## src/rtl/conv_win_feeder.sv

```systemverilog
`default_nettype none
// +--------------------------------------------------------------------------+
// | conv_win_feeder: streams a loaded row-window buffer into the systolic    |
// | array as a lane-skewed wavefront. Option macro: FEEDER_STALL_CNT_EN.     |
// | Revision: 1.0                                                            |
// +--------------------------------------------------------------------------+
module conv_win_feeder #(
    parameter int LANES     = 4,
    parameter int PIX_BITS  = 8,
    parameter int ADDR_BITS = 16,
    parameter int CFG_BITS  = 8
) (
    input  logic                      clk,
    input  logic                      rst,
    input  logic                      start,
    input  logic [CFG_BITS-1:0]       channel,
    input  logic [CFG_BITS-1:0]       row_ksize,
    output logic                      busy,
    output logic                      done,
    output logic                      buf_ren,
    output logic [ADDR_BITS-1:0]      buf_addr,
    input  logic [LANES*PIX_BITS-1:0] buf_DI,
    output logic                      feed_valid,
    input  logic                      feed_ready,
    output logic [LANES*PIX_BITS-1:0] feed_data
`ifdef FEEDER_STALL_CNT_EN
    ,
    output logic [31:0]               stall_cnt
`endif
);

    localparam int WORD_BITS = LANES * PIX_BITS;
    localparam int CNT_BITS  = ADDR_BITS + 1;

    typedef enum logic [1:0] {IDLE, READ, DRAIN, DONE} state_t;

    state_t                 state;
    logic [ADDR_BITS-1:0]   n_words;
    logic [CNT_BITS-1:0]    ld_cnt;
    logic [CNT_BITS-1:0]    beat_cnt;
    logic                   rd_pending;
    logic                   stage_hold;
    logic [WORD_BITS-1:0]   stage_q;

    logic                   accept;
    logic [ADDR_BITS-1:0]   cfg_n;
    logic [CNT_BITS-1:0]    total;
    logic                   stage_valid;
    logic [WORD_BITS-1:0]   stage_word;
    logic                   from_stage;
    logic                   src_valid;
    logic [WORD_BITS-1:0]   src_word;
    logic                   load;
    logic                   consume;
    logic                   beat;
    logic [WORD_BITS-1:0]   next_data;

    assign accept      = start && (state == IDLE);
    assign cfg_n       = ADDR_BITS'(channel) * ADDR_BITS'(row_ksize);
    assign total       = {1'b0, n_words} + CNT_BITS'(LANES - 1);
    // The word on buf_DI counts as staged in its arrival cycle so one read per cycle is sustainable.
    assign stage_valid = rd_pending || stage_hold;
    assign stage_word  = rd_pending ? buf_DI : stage_q;
    assign from_stage  = ld_cnt < {1'b0, n_words};
    assign src_valid   = from_stage ? stage_valid : (ld_cnt < total);
    assign src_word    = from_stage ? stage_word : '0;
    assign load        = ((state == READ) || (state == DRAIN)) && src_valid
                         && (!feed_valid || feed_ready);
    assign consume     = load && from_stage;
    assign beat        = feed_valid && feed_ready;
    assign buf_ren     = (state == READ) && (buf_addr < n_words)
                         && (!stage_valid || consume);

    for (genvar i = 0; i < LANES; i++) begin : g_lane
        if (i == 0) begin : g_direct
            assign next_data[0 +: PIX_BITS] = src_word[0 +: PIX_BITS];
        end else begin : g_skew
            logic [PIX_BITS-1:0] line [i];
            assign next_data[i*PIX_BITS +: PIX_BITS] = line[i-1];
            always_ff @(posedge clk or negedge rst) begin
                if (!rst) begin
                    for (int k = 0; k < i; k++) line[k] <= '0;
                end else if (accept) begin
                    for (int k = 0; k < i; k++) line[k] <= '0;
                end else if (load) begin
                    line[0] <= src_word[i*PIX_BITS +: PIX_BITS];
                    for (int k = 1; k < i; k++) line[k] <= line[k-1];
                end
            end
        end
    end

    always_ff @(posedge clk or negedge rst) begin
        if (!rst) begin
            state      <= IDLE;
            busy       <= 1'b0;
            done       <= 1'b0;
            buf_addr   <= '0;
            feed_valid <= 1'b0;
            feed_data  <= '0;
            n_words    <= '0;
            ld_cnt     <= '0;
            beat_cnt   <= '0;
            rd_pending <= 1'b0;
            stage_hold <= 1'b0;
            stage_q    <= '0;
        end else begin
            rd_pending <= buf_ren;
            if (buf_ren) buf_addr <= buf_addr + ADDR_BITS'(1);

            if (consume) begin
                stage_hold <= 1'b0;
            end else if (rd_pending) begin
                stage_hold <= 1'b1;
                stage_q    <= buf_DI;
            end

            if (load) begin
                ld_cnt     <= ld_cnt + CNT_BITS'(1);
                feed_data  <= next_data;
                feed_valid <= 1'b1;
            end else if (beat) begin
                feed_valid <= 1'b0;
            end

            case (state)
                IDLE: begin
                    if (accept) begin
                        n_words  <= cfg_n;
                        busy     <= 1'b1;
                        buf_addr <= '0;
                        ld_cnt   <= '0;
                        beat_cnt <= '0;
                        state    <= (cfg_n == '0) ? DONE : READ;
                    end
                end
                READ: begin
                    if (beat) begin
                        beat_cnt <= beat_cnt + CNT_BITS'(1);
                        if (beat_cnt + CNT_BITS'(1) == {1'b0, n_words}) begin
                            if (LANES > 1) begin
                                state <= DRAIN;
                            end else begin
                                state <= DONE;
                                done  <= 1'b1;
                            end
                        end
                    end
                end
                DRAIN: begin
                    if (beat) begin
                        beat_cnt <= beat_cnt + CNT_BITS'(1);
                        if (beat_cnt + CNT_BITS'(1) == total) begin
                            state <= DONE;
                            done  <= 1'b1;
                        end
                    end
                end
                DONE: begin
                    // An empty window enters without the pulse and raises it one cycle later.
                    if (done) begin
                        done  <= 1'b0;
                        busy  <= 1'b0;
                        state <= IDLE;
                    end else begin
                        done <= 1'b1;
                    end
                end
                default: state <= IDLE;
            endcase
        end
    end

`ifdef FEEDER_STALL_CNT_EN
    always_ff @(posedge clk or negedge rst) begin
        if (!rst) begin
            stall_cnt <= '0;
        end else if (accept) begin
            stall_cnt <= '0;
        end else if (feed_valid && !feed_ready && (stall_cnt != '1)) begin
            stall_cnt <= stall_cnt + 32'd1;
        end
    end
`endif

endmodule
`default_nettype wire

```

## config.mk

```make
export PLATFORM = sky130hd
export DESIGN_NAME = conv_win_feeder
export DESIGN_NICKNAME = d
export VERILOG_FILES = /design/src/rtl/conv_win_feeder.sv
export SDC_FILE = /design/constraint.sdc
export NUM_CORES = 1
export LEC_CHECK = 0
export BUFFER_PORTS_ARGS = -buffer_cell sky130_fd_sc_hd__buf_4
export CORE_MARGIN = 4
export CORE_UTILIZATION = 45
export DETAILED_ROUTE_END_ITERATION = 8
export GPL_ROUTABILITY_DRIVEN = 0
export MAX_ROUTING_LAYER = met4
export PLACE_DENSITY_LB_ADDON = 0.25
export SKIP_CTS_REPAIR_TIMING = 1
export SLEW_MARGIN = 20
export SYNTH_ARGS = -nofsm -noshare
export SYNTH_HDL_FRONTEND = slang
export SYNTH_SLANG_ARGS = --single-unit
```

## constraint.sdc

```tcl
create_clock -name clk -period 5.1 [get_ports clk]
set_clock_uncertainty 0.15 [all_clocks]
set_input_delay 0.51 -clock clk [delete_from_list [all_inputs] [get_ports clk]]
set_output_delay 0.51 -clock clk [all_outputs]
set_load 0.1 [all_outputs]
```

# Word-level counts from Yosys, hierarchy flattened
# Index checks and enable logic that the tools add are counted.
[classes]
n_addsub = 4
n_mul = 1
div_mod_pow = 0
n_lt_le_gt_ge = 3
eq_ne = 12
shifts = 0
muxes = 37
bitwise_logic = 0
n_reduce_logical = 27
[ops]
columns = ["operator", "count"]
rows = [
  ["2-to-1 mux 17 bit", 5],
  ["2-to-1 mux 16 bit", 5],
  ["2-to-1 mux 32 bit", 2],
  ["2-to-1 mux 24 bit", 2],
  ["adder 17 x 1 -> 17 bit (second input constant)", 2],
  ["one-hot mux 17 bit (2 select lines)", 1],
  ["adder 16 x 2 -> 17 bit (second input constant)", 1],
  ["equality test 17 x 16 -> 1 bit", 1],
  ["equality test 17 bit", 1],
  ["< comparator 17 x 16 -> 1 bit", 1],
  ["< comparator 17 bit", 1],
  ["adder 16 x 1 -> 16 bit (second input constant)", 1],
  ["zero test 16 bit", 1],
  ["< comparator 16 bit", 1],
  ["multiplier 8 x 8 -> 16 bit", 1],
  ["2-to-1 mux 8 bit", 2],
  ["2-to-1 mux 2 bit", 7],
  ["nonzero test 2 bit", 6],
  ["2-to-1 mux 1 bit", 10],
  ["AND reduction 3 bit", 3],
  ["!= test 2 bit (second input constant)", 4],
  ["one-hot mux 2 bit (4 select lines)", 1],
  ["logical AND 1 bit", 7],
  ["!= test 2 x 1 -> 1 bit (second input constant)", 3],
  ["9 further kinds", 15],
]
[word_totals]
register_bits = 185
latchBits = 0
ram_bits = 0
mem_bits_ro = 0
output_inout_bits = 52
mem_count = 0

# Logic depth before layout (Yosys ltp)
[depth]
ltp_word = 11
mapped_depth = 20
mapped_depth_nobuf = 19

# Worst setup path after synthesis
# No wires, ideal clock.
[synth_timing]
path_type = "in2reg"
from = "input channel[2]"
to = "register state[1]"
setup_time_ps = 79
arrival_time_ps = 4539
t_required_ps = 4871
slack_ps = 332
cell_stages = 16
path_buffers = 0
cell_sequence = "and2_1 -> fa_1 -> fa_1 -> fa_1 -> inv_1 -> fa_1 -> inv_1 -> ha_1 -> or2_2 -> a21oi_1 -> a21oi_1 -> a21o_1 -> xor2_1 -> nor4b_1 -> a32oi_1 -> mux2i_1"
[synth_between]
elab_chain_len = 5
[synth_rtl]
columns = ["item", "line_no", "source"]
rows = [
  ["start, declared", "16", "input logic [CFG_BITS-1:0] channel,"],
  ["multiplier 8 x 8 -> 16 bit", "59", "assign cfg_n = ADDR_BITS'(channel) * ADDR_BITS'(row_ksize);"],
  ["zero test 16 bit", "134", "state <= (cfg_n == '0) ? DONE : READ;"],
  ["2-to-1 mux 2 bit", "134", ""],
  ["2-to-1 mux 2 bit", "128", "if (accept) begin"],
  ["one-hot mux 2 bit (4 select lines)", "126", "case (state)"],
  ["end signal, assigned", "134", ""],
  ["end, declared", "37", "state_t state;"],
]
# Every way passes these cells. The select of a mux whose other input is x is not followed.
# A chain may end at the register's enable or synchronous reset.

# Worst setup path after layout
# Ends and elaborated chain as after synthesis.

==> out/results.ini <==
[run_status]
status=complete, no violations

[global_route]
grtUsageMet3_pct=2.36
grt_first_pass_wirelength_um=50600
grtUsageMet2_pct=32.8
grt_pass1_vias=9583
grt_max_degree=108
grt_overflow=0
antenna_found_initial=0
met1_usage_pct=29.4
busiest_layer=met2
grt.total_usage_pct=20.9

[setup_path]
cp.arrival_ps=4920
end_kind=flip-flop
rr_startpoint=n_words[1]$_DFFE_PN0P_
r2r_setup_slack_ps=410
crit_family=adder cells
cp_cell_sequence=buf_4 > and2_1 > fa_1 > fa_1 > fa_1 > inv_1 > fa_1 > inv_1 > ha_1 > or2_2 > a21oi_1 > a21oi_1 > a21o_1 > xor2_1 > nor4b_1 > a32oi_1 > mux2i_1
ff2ff_path_depth=17
required_ps=5310
crit_top_cell=fa_1
crit_start=channel[2]
critPathKind=in -> reg
worstReg2RegEnd=g_lane[1].g_skew.line[7]$_DFFE_PN0P_
cp_max_fo=8
endpoint=state[1]$_DFFE_PN0P_
crit_path_top_delay_cell=fa_1
crit_cells=17
slowest_delay_ps=550
crit_path_start_kind=input port
path_buf_inv=3

[floorplanning]
die_area_um2=29900
rows=60
die_w_um=173
core_area_um2=26900
die_h_um=173
initial_core_util_pct=45.5
ios=104

[placed_design]
place_worst_setup_slack_ps=-2.10
hpwl_um=21600
dpl-instance-area_um2=13300
portBuffers=103
dp_cells=1717

[synthesis]
yosysUniqueCellTypes=63
syn_avg_cell_area_um2=9.30
synth_flop_cell=dfrtp_1
synth-seq-cells=185
async_reset_ff_share_pct=100
netlist_area_um2=12200
synth_warnings=0
ys_seq_area_share_pct=37.9
synth_cells=1315
synth_edf_count=0
syn_nets=1493

[clock_network]
path_clk_slew_ps=90
ctsLongestPathBuffers=2
cts_root_buffer=clkbuf_16
cts.htree.levels=4
cts.sink_count=185
cts_buffers=17
cts_tree=built
clk_latency_ps=440

[cells_and_area]
finalNonFillerCells=1749
insertedDiodeCount=0
nFillCells=2479
syn_to_final_growth_pct=14.1
seqCellArea_um2=4630
fin_nets=1573
mostFrequentLayoutCell=nand2_1
final_cell_mix=225 x nand2_1, 184 x dfrtp_1, 119 x buf_4
multi_input_area_um2=7070
final_core_util_pct=51.9
final_area_um2=14000
drive_gt1_share_pct=13.5

[pwr]
total_power_mw=8.24
powerDensity_nw_per_um2=590
p_leak_nw=6.69
peakVddDrop_uv=625

[routing]
drc_errors=0
wl_per_cell_um=17.1
wirelength_um=30000
dr.pass1.iters=5
drtAntennaViolNets=0
drt_iter0_drc=674
via_per_inst=5.47
vias=9565

[timing]
setup_tns_ps=0
period_needed_ps=4710
final.period_utilization_pct=92.4
fin_ws_ps=385
hold_slack_ps=7.14
hold_violations=0
report.final.slew_viol_count=0
fmax_mhz=212
setup_viol=0
tightest_slew_ps=1090
slew_headroom_pct=27.3
rsz0062_at_grt=no

[run]
drv_cap=0

[worst_hold_path]
hold_class=in -> async

-- worst min path at each step --
stage                                         startpoint                        end  slack [ps]  depth (start not counted)
floorplan                                            rst    beat_cnt[0]$_DFFE_PN0P_          60                          0
global placement    g_lane[1].g_skew.line[0]$_DFFE_PN0P_   feed_data[8]$_DFFE_PN0N_         300                          2
detailed placement  g_lane[1].g_skew.line[3]$_DFFE_PN0P_  feed_data[11]$_DFFE_PN0N_         300                          2
CTS                                                  rst  feed_data[22]$_DFFE_PN0N_          50                          1
global route                                         rst  feed_data[21]$_DFFE_PN0N_          70                          1
finish                                               rst  feed_data[22]$_DFFE_PN0N_           7                          1
-- Yosys cell counts (6+ instances only) --
library cell  number  area [um^2]
nand4_1           24          150
nand2_1          225          845
or4_1              6         45.0
clkbuf_1          40          150
inv_1             72          270
buf_2             12         60.1
o21ai_0           64          320
ha_1              90         1130
xnor2_1           47          412
mux2i_1           41          410
nand3_1           26          130
and3_1            13         81.3
a21oi_1           79          395
nor2_1            55          206
and2_1            60          375
fa_1              36          721
or3_1              9         56.3
nand2b_1          11         68.8
a22o_1             8         70.1
mux2_2            24          270
a21o_1            25          188
xor2_1            32          280
o31ai_1            8         60.1
o2bb2ai_1          7         61.3
nor4_1            10         62.6
dfrtp_1          185         4630
o211ai_1          10         75.1
nor3_1            31          155
-- metal layers --
layer	up-vias	wire length (um)
li1	4693	-
met1	4631	14700
met2	205	14000
met3	36	910
met4	0	454
met5	-	0
-- flip-flops by register name, summed over array words and instances (netlist names) --
register	flops
done	1
busy	1
feed_valid	1
g_lane.g_skew.line	48
stage_q	32
buf_addr	16
rd_pending	1
beat_cnt	17
stage_hold	1
state	2
n_words	16
feed_data	32
ld_cnt	17
-- area by class of cell --
cell class | count | share of cell area [%]
clock inverter | 15 | 1.60
multi-input combinational | 999 | 50.7
inverter | 72 | 1.94
timing repair buffer | 120 | 6.50
clock buffer | 17 | 3.05
tap | 341 | 3.06
sequential | 185 | 33.2
-- where the power goes --
group | leakage [nW] | switching, mW | internal, mW
Combinational | 3.97 | 2.90 | 1.47
Clock | 0.312 | 0.752 | 0.695
Sequential | 2.40 | 0.439 | 1.98
Total | 6.69 | 4.09 | 4.15
-- cell families (layout without fill, tap and decap cells) --
kind of cell    Yosys count  count (layout)  share of synthesized area, %
mux                      65              65                          5.57
buf+inv                 131             224                          4.36
fa+ha+maj               127             127                          15.2
compound gates          243             243                          12.6
xor+xnor                 79              79                          5.66
simple gates            485             485                          18.8
flops                   185             185                          37.9
No activity file was read; power rests on OpenSTA's default activity.
